## config.mk

```make
export PLATFORM = sky130hd
export DESIGN_NAME = exibe_resultado_seq
export DESIGN_NICKNAME = d
export VERILOG_FILES = /design/src/rtl/exibe_resultado_seq_pkg.sv /design/src/rtl/exibe_resultado_seq_add3.sv /design/src/rtl/exibe_resultado_seq.sv
export SDC_FILE = /design/constraint.sdc
export NUM_CORES = 1
export LEC_CHECK = 0
export ABC_AREA = 1
export CAP_MARGIN = 25
export CORE_UTILIZATION = 50
export DETAILED_ROUTE_END_ITERATION = 8
export GPL_TIMING_DRIVEN = 0
export PLACE_DENSITY_LB_ADDON = 0.08
export SYNTH_ARGS = -nofsm -noshare
export SYNTH_HDL_FRONTEND = slang
export SYNTH_SLANG_ARGS = --single-unit
```

## constraint.sdc

```tcl
create_clock -name clk -period 2 [get_ports clk]
set_input_delay 0.3 -clock clk [delete_from_list [all_inputs] [get_ports clk]]
set_output_delay 0.3 -clock clk [all_outputs]
set_load 0.005 [all_outputs]
```

## src/rtl/exibe_resultado_seq_pkg.sv

```systemverilog
// Shared types and constants for the ALU result display sequencer.
// Holds state encoding, BCD sizing and flag bit positions.
package exibe_resultado_seq_pkg;

  typedef enum logic [1:0] {
    ST_IDLE  = 2'b00,
    ST_SHIFT = 2'b01,
    ST_SHOW  = 2'b10
  } estado_t;

  localparam int N_DIGITOS = 3;
  localparam int BCD_W     = 4;
  localparam int ACC_W     = N_DIGITOS * BCD_W;

  localparam int FLAG_N = 3;
  localparam int FLAG_Z = 2;
  localparam int FLAG_C = 1;
  localparam int FLAG_V = 0;

  function automatic logic [BCD_W-1:0] digito(
    input logic [ACC_W-1:0] acc,
    input int               idx
  );
    return acc[idx*BCD_W +: BCD_W];
  endfunction

endpackage

```

## src/rtl/exibe_resultado_seq_add3.sv

```systemverilog
// Combinational BCD digit corrector used by the double-dabble loop.
// Adds 3 to a digit that is 5 or more so the next shift carries right.
module bcd_ajuste_add3
  import exibe_resultado_seq_pkg::*;
(
  input  logic [BCD_W-1:0] d_i,
  output logic [BCD_W-1:0] d_o
);

  always_comb begin
    d_o = d_i;
    if (d_i >= BCD_W'(5)) begin
      d_o = d_i + BCD_W'(3);
    end
  end

endmodule

```

## src/rtl/exibe_resultado_seq.sv

```systemverilog
// Captures the ALU result, converts it to three BCD digits serially
// and holds them for the display until the user acknowledges.
module exibe_resultado_seq
  import exibe_resultado_seq_pkg::*;
#(
  parameter int WIDTH       = 8,
  parameter bit SIGNED_MODE = 1'b0
) (
  input  logic             clk,
  input  logic             rst,
  input  logic             capture,
  input  logic [WIDTH-1:0] result,
  input  logic [3:0]       flags_in,
  input  logic             enter,
  output logic             busy,
  output logic             valid,
  output logic             sign,
  output logic [3:0]       centena,
  output logic [3:0]       dezena,
  output logic [3:0]       unidade,
  output logic [3:0]       flags_q,
  output logic             ack
);

  localparam int CW = 4;

  estado_t          state_q;
  logic [WIDTH-1:0] bin_q;
  logic [WIDTH-1:0] bin_d;
  logic [ACC_W-1:0] bcd_q;
  logic [ACC_W-1:0] bcd_d;
  logic [ACC_W-1:0] bcd_adj;
  logic [CW-1:0]    cnt_q;

  logic             neg;
  logic [WIDTH-1:0] mag;
  logic             inicia;
  logic             fim;

  // Negating the most negative value wraps to itself, which read as
  // unsigned is exactly its magnitude.
  always_comb begin
    neg = SIGNED_MODE && result[WIDTH-1];
    mag = result;
    if (neg) begin
      mag = ~result + WIDTH'(1);
    end
  end

  for (genvar g = 0; g < N_DIGITOS; g++) begin : g_add3
    bcd_ajuste_add3 u_add3 (
      .d_i (bcd_q[g*BCD_W +: BCD_W]),
      .d_o (bcd_adj[g*BCD_W +: BCD_W])
    );
  end

  always_comb begin
    bcd_d = {bcd_adj[ACC_W-2:0], bin_q[WIDTH-1]};
    bin_d = {bin_q[WIDTH-2:0], 1'b0};
  end

  assign inicia = capture && (state_q != ST_SHIFT);
  assign fim    = (cnt_q == CW'(WIDTH));

  always_ff @(posedge clk) begin
    if (rst) begin
      state_q <= ST_IDLE;
      bin_q   <= '0;
      bcd_q   <= '0;
      cnt_q   <= '0;
      busy    <= 1'b0;
      valid   <= 1'b0;
      sign    <= 1'b0;
      centena <= '0;
      dezena  <= '0;
      unidade <= '0;
      flags_q <= '0;
      ack     <= 1'b0;
    end else begin
      ack <= (state_q == ST_SHOW) && enter;
      if (inicia) begin
        state_q <= ST_SHIFT;
        bin_q   <= mag;
        bcd_q   <= '0;
        cnt_q   <= '0;
        sign    <= neg;
        flags_q <= flags_in;
        valid   <= 1'b0;
        busy    <= 1'b0;
      end else begin
        case (state_q)
          ST_IDLE: begin
            state_q <= ST_IDLE;
          end
          ST_SHIFT: begin
            if (fim) begin
              state_q <= ST_SHOW;
              busy    <= 1'b0;
              valid   <= 1'b1;
              centena <= digito(bcd_q, 2);
              dezena  <= digito(bcd_q, 1);
              unidade <= digito(bcd_q, 0);
            end else begin
              bcd_q <= bcd_d;
              bin_q <= bin_d;
              cnt_q <= cnt_q + CW'(1);
              busy  <= 1'b1;
            end
          end
          ST_SHOW: begin
            if (enter) begin
              state_q <= ST_IDLE;
              valid   <= 1'b0;
            end
          end
          default: begin
            state_q <= ST_IDLE;
            busy    <= 1'b0;
            valid   <= 1'b0;
          end
        endcase
      end
    end
  end

endmodule

```

==> impl_metrics.py, run 1 <==
metrics = {
    "cells_and_area": {
        "nets": 353,
        "antenna_cells": 0,
        "n_fill_cell": 372,
        "final_common_cell": "nand2_1",
        "drive_gt1_share_pct": 10.3,
        "final_cells": 380,
        "most-common-layout-cells": "72 x nand2_1, 45 x dfxtp_1, 40 x inv_1",
        "area_growth_pct": 24.7,
    },
    "power": {
        "seqPwrFrac_pct": 49.8,
        "internal_power_mw": 1.44,
        "finalPower_mw": 1.91,
        "p_clk_share_pct": 37.5,
        "switching_share_pct": 24.4,
        "comb_power_share_pct": 12.8,
        "switchingPower_mw": 0.467,
        "power_density_mw_per_mm2": 730,
        "power_leakage_nw": 1.10,
        "peakVddDrop_mv": 0.467,
    },
    "synth": {
        "synth_area_leaders": "dfxtp_1 43%, nand2_1 13%, inv_1 7.1%",
        "dominantRegCellSynth": "dfxtp_1",
        "synth_xor_area_share_pct": 0.417,
        "synth_top_family_by_area": "simple AND/OR/NAND/NOR gates",
        "synthArstFlopShare_pct": 0,
        "synth_edf_count": 0,
        "yosys_warnings": 0,
        "synthDominantCellAreaShare_pct": 42.9,
        "yosysSeqAreaShare_pct": 42.9,
        "synthAdderAreaFrac_pct": 4.76,
        "syn_area_sq_mm": 0.00210,
        "yosys.area_share.simple_pct": 24.5,
        "syn_inst": 288,
        "yosysTopAreaCell": "dfxtp_1",
        "synth.ff_latch_count": 45,
        "synth_compound_area_share_pct": 15.8,
        "syn_nets": 312,
        "synth_mux_area_share_pct": 0,
        "syn_avg_cell_area_sq_um": 7.29,
        "yosys.cell_types.count": 24,
    },
    "clock_tree": {
        "cts_hold_buffers": 0,
        "cts-htree-levels": 2,
        "numCtsBuffers": 5,
        "worstSkewPairLatency_ns": 0.30,
        "clkSlewWorstSetupHoldPaths_ns": 0.09,
        "cts_sinks": 45,
        "cts.repair.resized": 0,
        "post_cts_buffers": 0,
        "cts-root-buf": "clkbuf_8",
        "cts_tree": "yes",
        "clk_path_buf_depth": 2,
    },
    "place": {
        "dpl.hpwl_um": 3030,
        "port_buffers": 34,
        "place_inst": 372,
        "gp_routability_congestion": 0.817,
    },
    "critical_path": {
        "cp_cell_sequence": "inv_1 -> ha_1 -> nand3_2 -> nor2_4 -> buf_4 -> o21ai_0 -> a21oi_1",
        "rrSetupSlack_ns": 0.55,
        "regToRegEndpoint": "centena[0]$_SDFFE_PP0P_",
        "r2r_cells": 7,
        "r2r-start": "cnt_q[0]$_SDFFE_PP0P_",
        "cpPeakStageDelay_ns": 0.34,
        "cp_num_cells": 7,
        "crit_start": "cnt_q[0]$_SDFFE_PP0P_",
        "required_ns": 2.23,
        "endpoint_kind": "flip-flop",
        "crit_path_end": "centena[0]$_SDFFE_PP0P_",
        "critPathSlowestCell": "dfxtp_1",
        "critPathKind": "reg2reg",
        "cp_top_family": "flip-flops",
        "crit_buf_inv": 2,
        "arrival_ns": 1.68,
        "start_kind": "flip-flop",
        "crit_fanout": 10,
    },
    "sta": {
        "whs_ns": 0.468,
        "period_minus_slack_ns": 1.45,
        "skew_ns": 0.00699,
        "fmax_ghz": 0.690,
        "tns_ns": 0,
        "fin_crit_sh_pct": 72.4,
        "tightest_slew_ns": 0.588,
        "rsz0062_at_grt": "false",
        "relSlewSlack_pct": 60.8,
        "hold_viol": 0,
        "setup_viol": 0,
        "slew_violations": 0,
    },
    "global_route": {
        "antenna_found_initial": 0,
        "grt_max_degree": 14,
        "grt.total_usage_pct": 21.8,
        "grt_pass1_vias": 1614,
        "gr-total-overflow": 0,
        "grt_pass1_wl_um": 7280,
    },
    "floorplan": {
        "placement_rows": 23,
        "core-area_sq_mm": 0.00403,
        "start_util_pct": 52.1,
        "dieArea_sq_mm": 0.00446,
        "io_pins": 36,
        "die_w_um": 66.8,
        "fp.dieH_um": 66.8,
    },
    "drt": {
        "drtIter0Drc": 169,
        "wl_um": 4290,
        "via_per_inst": 4.90,
        "drc": 0,
        "postRouteAntennaNets": 0,
        "wl_per_cell_um": 11.3,
        "vias": 1861,
        "firstDrtPassIters": 4,
    },
    "run_status": {
        "outcome": "finished clean",
    },
    "worst_hold_path": {
        "hold_depth": 2,
        "min_path_type": "reg2reg",
    },
    "flow_run": {
        "cap_viol_max_count": 0,
    },
}
-- flip-flops by register name, summed over array words and instances (netlist names) --
register	count
valid	1
cnt_q	4
busy	1
bin_q	8
state_q	2
ack	1
unidade	4
centena	4
flags_q	4
bcd_q	12
dezena	4
-- cells in the mapped netlist (2+ instances only) --
library cell,n
o21ai_0,22
a21oi_2,5
nand2_1,72
a21oi_1,29
nand2_2,2
dfxtp_1,45
nor2_1,25
buf_6,3
inv_2,4
buf_4,4
clkbuf_1,2
nand2_4,2
nor2_4,2
a211oi_2,2
inv_1,40
nand3_1,14
ha_1,8
-- per-layer routing --
metal	GRT usage [%]	part of all wire (%)	vias up
li1	-	-	981
met1	27.6	47	833
met2	36.5	47	41
met3	4.62	4.7	6
met4	7.18	1.4	0
met5	0	0	-
-- layout make-up --
cell class              count  area, sq um  area share (%)
multi-input cells         189          958            36.6
repair buffers             34          340            13.0
flip-flops and latches     45          901            34.4
well taps                  50         62.6            2.39
inverters                  44          165            6.30
clock inverters             1         30.0            1.15
plain buffers              10         76.3            2.91
clock buffers               7         86.3            3.30
-- stage by stage --
stage | utilization (%) | instance area [sq um] | worst slack, ns
2_1_floorplan | - | 2100 | 0.737
3_3_place_gp | 62.1 | 2500 | 0.252
3_5_place_dp | 62.1 | 2500 | 0.262
4_1_cts | 65.0 | 2620 | 0.541
5_1_grt | 65.0 | 2620 | 0.432
6_report | 65.0 | 2620 | 0.551
-- worst min-delay path by stage --
stage	from	to	slack [ns]
final	busy$_SDFFE_PP0N_	busy$_SDFFE_PP0N_	0.47
after global placement	bin_q[0]$_SDFFE_PP0P_	bin_q[0]$_SDFFE_PP0P_	0.45
after floorplan	enter	ack$_SDFF_PP0_	0.44
after detailed placement	busy$_SDFFE_PP0N_	busy$_SDFFE_PP0N_	0.46
after CTS	busy$_SDFFE_PP0N_	busy$_SDFFE_PP0N_	0.47
after global routing	busy$_SDFFE_PP0N_	busy$_SDFFE_PP0N_	0.49
-- power groups by stage --
stage                     Clock (mW)  Combinational (mW)  Sequential, mW
after floorplan                    0               0.160           0.969
after global placement             0               0.241           0.972
after detailed placement           0               0.245           0.972
after CTS                      0.729               0.247           0.952
after global routing           0.757               0.278           0.957
final                          0.716               0.244           0.951
-- worst reg2reg max path: cells and delay by family, from the launching register on --
family | cells | cell delay (ns)
compound gates | 2 | 0.23
simple gates | 2 | 0.32
buf+inv | 2 | 0.32
fa+ha+maj | 1 | 0.18
flops | 1 | 0.34
-- cell families after synthesis --
logic type / count (synthesis)
AND/OR/NAND/NOR: 120
AO/OA/AOI/OAI: 59
buffers and inverters: 54
flip-flops: 45
adder cells (fa/ha/maj): 8
XOR/XNOR: 1
other: 1
Power figures use the tool's default switching activity.
==> run 2, diff against run 1 <==
- clock period: 2 -> 1.5 ns (I/O delays scaled with it)
==> run 2 against run 1 <==
Net effect: non-clock buffer count up 5; flip-flop and latch count unchanged; core utilization up 1.4 points; clock-buffer cell count unchanged; die area unchanged; critical endpoint is now dezena[2]$_SDFFE_PP0P_; largest cell class unchanged.
==> impl_metrics.py, run 2 (same netlist as run 1, synthesis figures left out) <==
metrics = {
    "sta": {
        "slew_violations": 0,
        "fin_crit_sh_pct": 94.0,
        "relSlewSlack_pct": 61.2,
        "period_minus_slack_ns": 1.41,
        "tns_ns": 0,
        "skew_ns": 0.00717,
        "fmax_ghz": 0.710,
        "tightest_slew_ns": 0.582,
        "fin_ws_ns": 0.0907,
        "setup_viol": 0,
        "whs_ns": 0.471,
        "hold_viol": 0,
    },
    "cells_and_area": {
        "reg_top3": "bcd_q (12), bin_q (8)",
        "fin_area_sq_mm": 0.00268,
        "regMostFlops": "bcd_q",
        "antenna_cells": 0,
        "final_cells": 385,
        "most-common-layout-cells": "72 x nand2_1, 42 x dfxtp_1, 40 x inv_1",
        "drive_gt1_share_pct": 12.8,
        "final_common_cell": "nand2_1",
        "nets": 358,
        "largest_reg_flops": 12,
        "area_growth_pct": 27.4,
    },
    "critical_path": {
        "required_ns": 1.68,
        "critPathKind": "reg2reg",
        "crit_fanout": 10,
        "r2r-start": "cnt_q[0]$_SDFFE_PP0P_",
        "endpoint_kind": "flip-flop",
        "regToRegEndpoint": "dezena[2]$_SDFFE_PP0P_",
        "arrival_ns": 1.59,
        "r2r_cells": 6,
        "start_kind": "flip-flop",
        "rrSetupSlack_ns": 0.09,
    },
    "clock_tree": {
        "cts_hold_buffers": 0,
        "cts-htree-levels": 2,
        "numCtsBuffers": 5,
        "clkSlewWorstSetupHoldPaths_ns": 0.09,
        "cts_tree": "yes",
        "cts_sinks": 45,
        "worstSkewPairLatency_ns": 0.30,
        "cts-root-buf": "clkbuf_8",
        "clk_path_buf_depth": 2,
    },
    "worst_hold_path": {
        "hold_depth": 2,
        "hp-start": "bin_q[0]$_SDFFE_PP0P_",
        "hold_path_end": "bin_q[0]$_SDFFE_PP0P_",
        "min_path_type": "reg2reg",
    },
    "global_route": {
        "grt_pass1_wl_um": 7280,
        "gr-total-overflow": 0,
        "antenna_found_initial": 0,
        "grt_pass1_vias": 1614,
        "grt.total_usage_pct": 21.8,
        "grt_max_degree": 14,
    },
    "drt": {
        "wl_per_cell_um": 11.5,
        "postRouteAntennaNets": 0,
        "firstDrtPassIters": 4,
        "vias": 1877,
        "wl_um": 4430,
        "drtIter0Drc": 138,
        "drc": 0,
        "via_per_inst": 4.88,
    },
    "floorplan": {
        "fp.dieH_um": 66.8,
        "io_pins": 36,
        "dieArea_sq_mm": 0.00446,
        "die_w_um": 66.8,
        "start_util_pct": 52.1,
        "core-area_sq_mm": 0.00403,
        "placement_rows": 23,
    },
    "place": {
        "place_worst_setup_slack_ns": -0.163,
        "place_inst": 372,
        "gp_routability_congestion": 0.817,
        "port_buffers": 34,
        "dpl.hpwl_um": 3030,
        "postPlaceCellArea_sq_mm": 0.00250,
    },
    "power": {
        "peakVddDrop_mv": 0.619,
        "power_density_mw_per_mm2": 956,
        "power_leakage_nw": 1.13,
    },
    "run_status": {
        "outcome": "finished clean",
    },
    "flow_run": {
        "cap_viol_max_count": 0,
    },
}
==> run 2: what timing repair did <==
item / 4_1_cts / 5_1_grt
setup endpoints to repair: 0 / 26
resized for setup: 0 / 9
buffers inserted: 0 / 4
==> run 2: power by group <==
group          internal (mW)  switching, mW
sequential              1.24         0.0304
clock                  0.543          0.409
combinational          0.152          0.186
total                   1.93          0.625
==> run 2: area by class of cell <==
type	instances	area, sq um
Clock buffer	7	86.3
Buffer	10	83.8
Multi-Input combinational cell	189	966
Clock inverter	1	30.0
Tap cell	50	62.6
Timing Repair Buffer	39	378
Sequential cell	45	905
Fill cell	358	1350
Inverter	44	165
==> run 2: per-stage QoR <==
stage / power (mW) / utilization (%)
finish: 2.56 / 66.4
global route: 2.67 / 66.4
CTS: 2.57 / 65.0
detailed placement: 1.62 / 62.1
global placement: 1.62 / 62.1
floorplan: 1.50 / -
==> run 2: worst max-delay path by stage <==
stage	from	end	slack, ns	depth (start not counted)
3_3_place_gp	rst	centena[2]$_SDFFE_PP0P_	-0.17	5
2_1_floorplan	cnt_q[0]$_SDFFE_PP0P_	valid$_SDFFE_PP0P_	0.24	8
4_1_cts	cnt_q[0]$_SDFFE_PP0P_	centena[3]$_SDFFE_PP0P_	0.04	7
3_5_place_dp	rst	dezena[3]$_SDFFE_PP0P_	-0.16	5
5_1_grt	cnt_q[0]$_SDFFE_PP0P_	bin_q[3]$_SDFFE_PP0P_	-0.002	10
6_report	cnt_q[0]$_SDFFE_PP0P_	dezena[2]$_SDFFE_PP0P_	0.09	6
==> run 2: worst max-delay path, stage by stage, from the launching register on <==
cell     delay (ns)
dfxtp_2        0.34
inv_1          0.08
ha_1           0.18
nand3_2        0.14
nor2_4         0.20
buf_2          0.25
a21oi_1        0.10
==> run 2: metal layers <==
metal / share of wire (%) / track usage, % / vias up
met2: 47 / 36.5 / 42
met1: 46 / 27.6 / 843
li1: - / - / 986
met3: 5.3 / 4.62 / 6
met4: 1.4 / 7.18 / 0
met5: 0 / 0 / -
==> run 3, diff against run 2 <==
- CAP_MARGIN: 25 -> 30
- CORE_UTILIZATION: 50 -> 52
==> run 3 against run 2 <==
Net effect: power shrank 8.0%; combinational power is essentially flat; maximum frequency decreased by 0.88%; critical path depth increased by 2; highest routed layer unchanged.
==> impl_metrics.py, run 3 (same netlist as run 1, synthesis figures left out) <==
metrics = {
    "cells_and_area": {
        "drive_gt1_share_pct": 12.6,
        "reg_top3": "bcd_q (12), bin_q (8)",
        "n_fill_cell": 331,
        "antenna_cells": 0,
        "regMostFlops": "bcd_q",
        "most-common-layout-cells": "72 x nand2_1, 43 x dfxtp_1, 40 x inv_1",
        "fin_area_sq_mm": 0.00263,
        "area_growth_pct": 25.3,
        "nets": 357,
        "final_common_cell": "nand2_1",
        "largest_reg_flops": 12,
    },
    "sta": {
        "tightest_slew_ns": 0.567,
        "skew_ns": 0.00712,
        "rsz0062_at_grt": "true",
        "period_minus_slack_ns": 1.42,
        "setup_viol": 0,
        "slew_violations": 0,
        "relSlewSlack_pct": 62.2,
        "tns_ns": 0,
        "hold_viol": 0,
        "fmax_ghz": 0.703,
        "fin_crit_sh_pct": 94.8,
    },
    "floorplan": {
        "io_pins": 36,
        "placement_rows": 22,
        "core-area_sq_mm": 0.00377,
        "dieArea_sq_mm": 0.00430,
        "fp.dieH_um": 65.6,
        "die_w_um": 65.6,
        "start_util_pct": 55.7,
    },
    "critical_path": {
        "endpoint_kind": "flip-flop",
        "crit_fanout": 9,
        "critPathKind": "reg2reg",
        "start_kind": "flip-flop",
        "required_ns": 1.72,
        "arrival_ns": 1.64,
    },
    "place": {
        "port_buffers": 34,
        "postPlaceCellArea_sq_mm": 0.00250,
        "gp_routability_congestion": 0.881,
        "dpl.hpwl_um": 3000,
    },
    "power": {
        "peakVddDrop_mv": 0.625,
        "power_leakage_nw": 1.10,
        "power_density_mw_per_mm2": 895,
        "finalPower_mw": 2.35,
    },
    "drt": {
        "vias": 1879,
        "postRouteAntennaNets": 0,
        "wl_um": 4420,
        "wl_met1_um": 2120,
        "drtIter0Drc": 109,
        "firstDrtPassIters": 4,
        "wl_met3_um": 217,
        "via_per_inst": 4.93,
        "highest_layer": "met4",
        "drc": 0,
        "wl_per_cell_um": 11.6,
        "dr_wl_met2_um": 2030,
    },
    "global_route": {
        "gr-total-overflow": 0,
        "grt.total_usage_pct": 21.6,
        "grt_pass1_wl_um": 7020,
        "grt_pass1_vias": 1540,
        "grt_max_degree": 13,
        "antenna_found_initial": 0,
    },
    "flow_run": {
        "cap_viol_max_count": 0,
    },
    "clock_tree": {
        "cts_tree": "yes",
        "clk_path_buf_depth": 2,
        "worstSkewPairLatency_ns": 0.29,
        "cts-root-buf": "clkbuf_8",
        "cts_sinks": 45,
        "cts-htree-levels": 2,
        "clkSlewWorstSetupHoldPaths_ns": 0.08,
        "numCtsBuffers": 5,
    },
    "run_status": {
        "outcome": "finished clean",
    },
    "worst_hold_path": {
        "min_path_type": "reg2reg",
    },
}
-- run 3: path summary, 6_finish.rpt --
path | startpoint | endpoint | slack [ns] | cells after the start
setup / recovery | cnt_q[0]$_SDFFE_PP0P_ | bin_q[6]$_SDFFE_PP0P_ | 0.08 | 8
setup reg to reg | cnt_q[0]$_SDFFE_PP0P_ | bin_q[6]$_SDFFE_PP0P_ | 0.08 | 8
hold / removal | bin_q[0]$_SDFFE_PP0P_ | bin_q[0]$_SDFFE_PP0P_ | 0.46 | 2
hold reg to reg | bin_q[0]$_SDFFE_PP0P_ | bin_q[0]$_SDFFE_PP0P_ | 0.46 | 2
-- run 3: power by group --
group | switching (mW) | total (mW) | internal, mW
combinational | 0.187 | 0.340 | 0.152
sequential | 0.0295 | 1.27 | 1.24
clock | 0.381 | 0.747 | 0.366
total | 0.598 | 2.35 | 1.76
-- run 3: metrics by stage --
stage | utilization, % | instances | setup WS [ns] | hold slack [ns]
5_1_grt | 69.8 | 381 | -0.00306 | 0.480
3_3_place_gp | 66.3 | 370 | -0.144 | 0.449
4_1_cts | 68.6 | 377 | 0.0363 | 0.464
2_1_floorplan | - | 288 | 0.237 | 0.360
6_report | 69.8 | 381 | 0.0782 | 0.464
3_5_place_dp | 66.3 | 370 | -0.145 | 0.454
-- run 3: repair_timing --
action,4_1_cts,5_1_grt
hold buffers,0,0
setup buffers,0,3
setup endpoints to repair,0,34
gates resized for setup,0,7
-- run 3: per-layer routing --
layer	track usage, %	vias to the layer above
met5	0	-
met4	5.71	0
met3	5.56	4
met2	35.3	52
met1	28.1	837
li1	-	986
-- run 3: worst max-delay path, stage by stage (launching register included) --
cell and delay [ns]:
dfxtp_2 0.33, inv_1 0.07, ha_2 0.20, nand3_2 0.14, nand2_4 0.15, nand2_1 0.07, inv_2 0.14, nand2_1 0.09
a21oi_2 0.14
-- run 3: final cells by class --
cell class | instances | area, sq um | share of cell area [%]
tap | 48 | 60.1 | 2.28
buffer | 10 | 76.3 | 2.90
sequential | 45 | 903 | 34.3
clock buffer | 7 | 86.3 | 3.28
inverter | 44 | 165 | 6.27
timing repair buffer | 38 | 370 | 14.1
multi-input combinational | 189 | 971 | 36.9
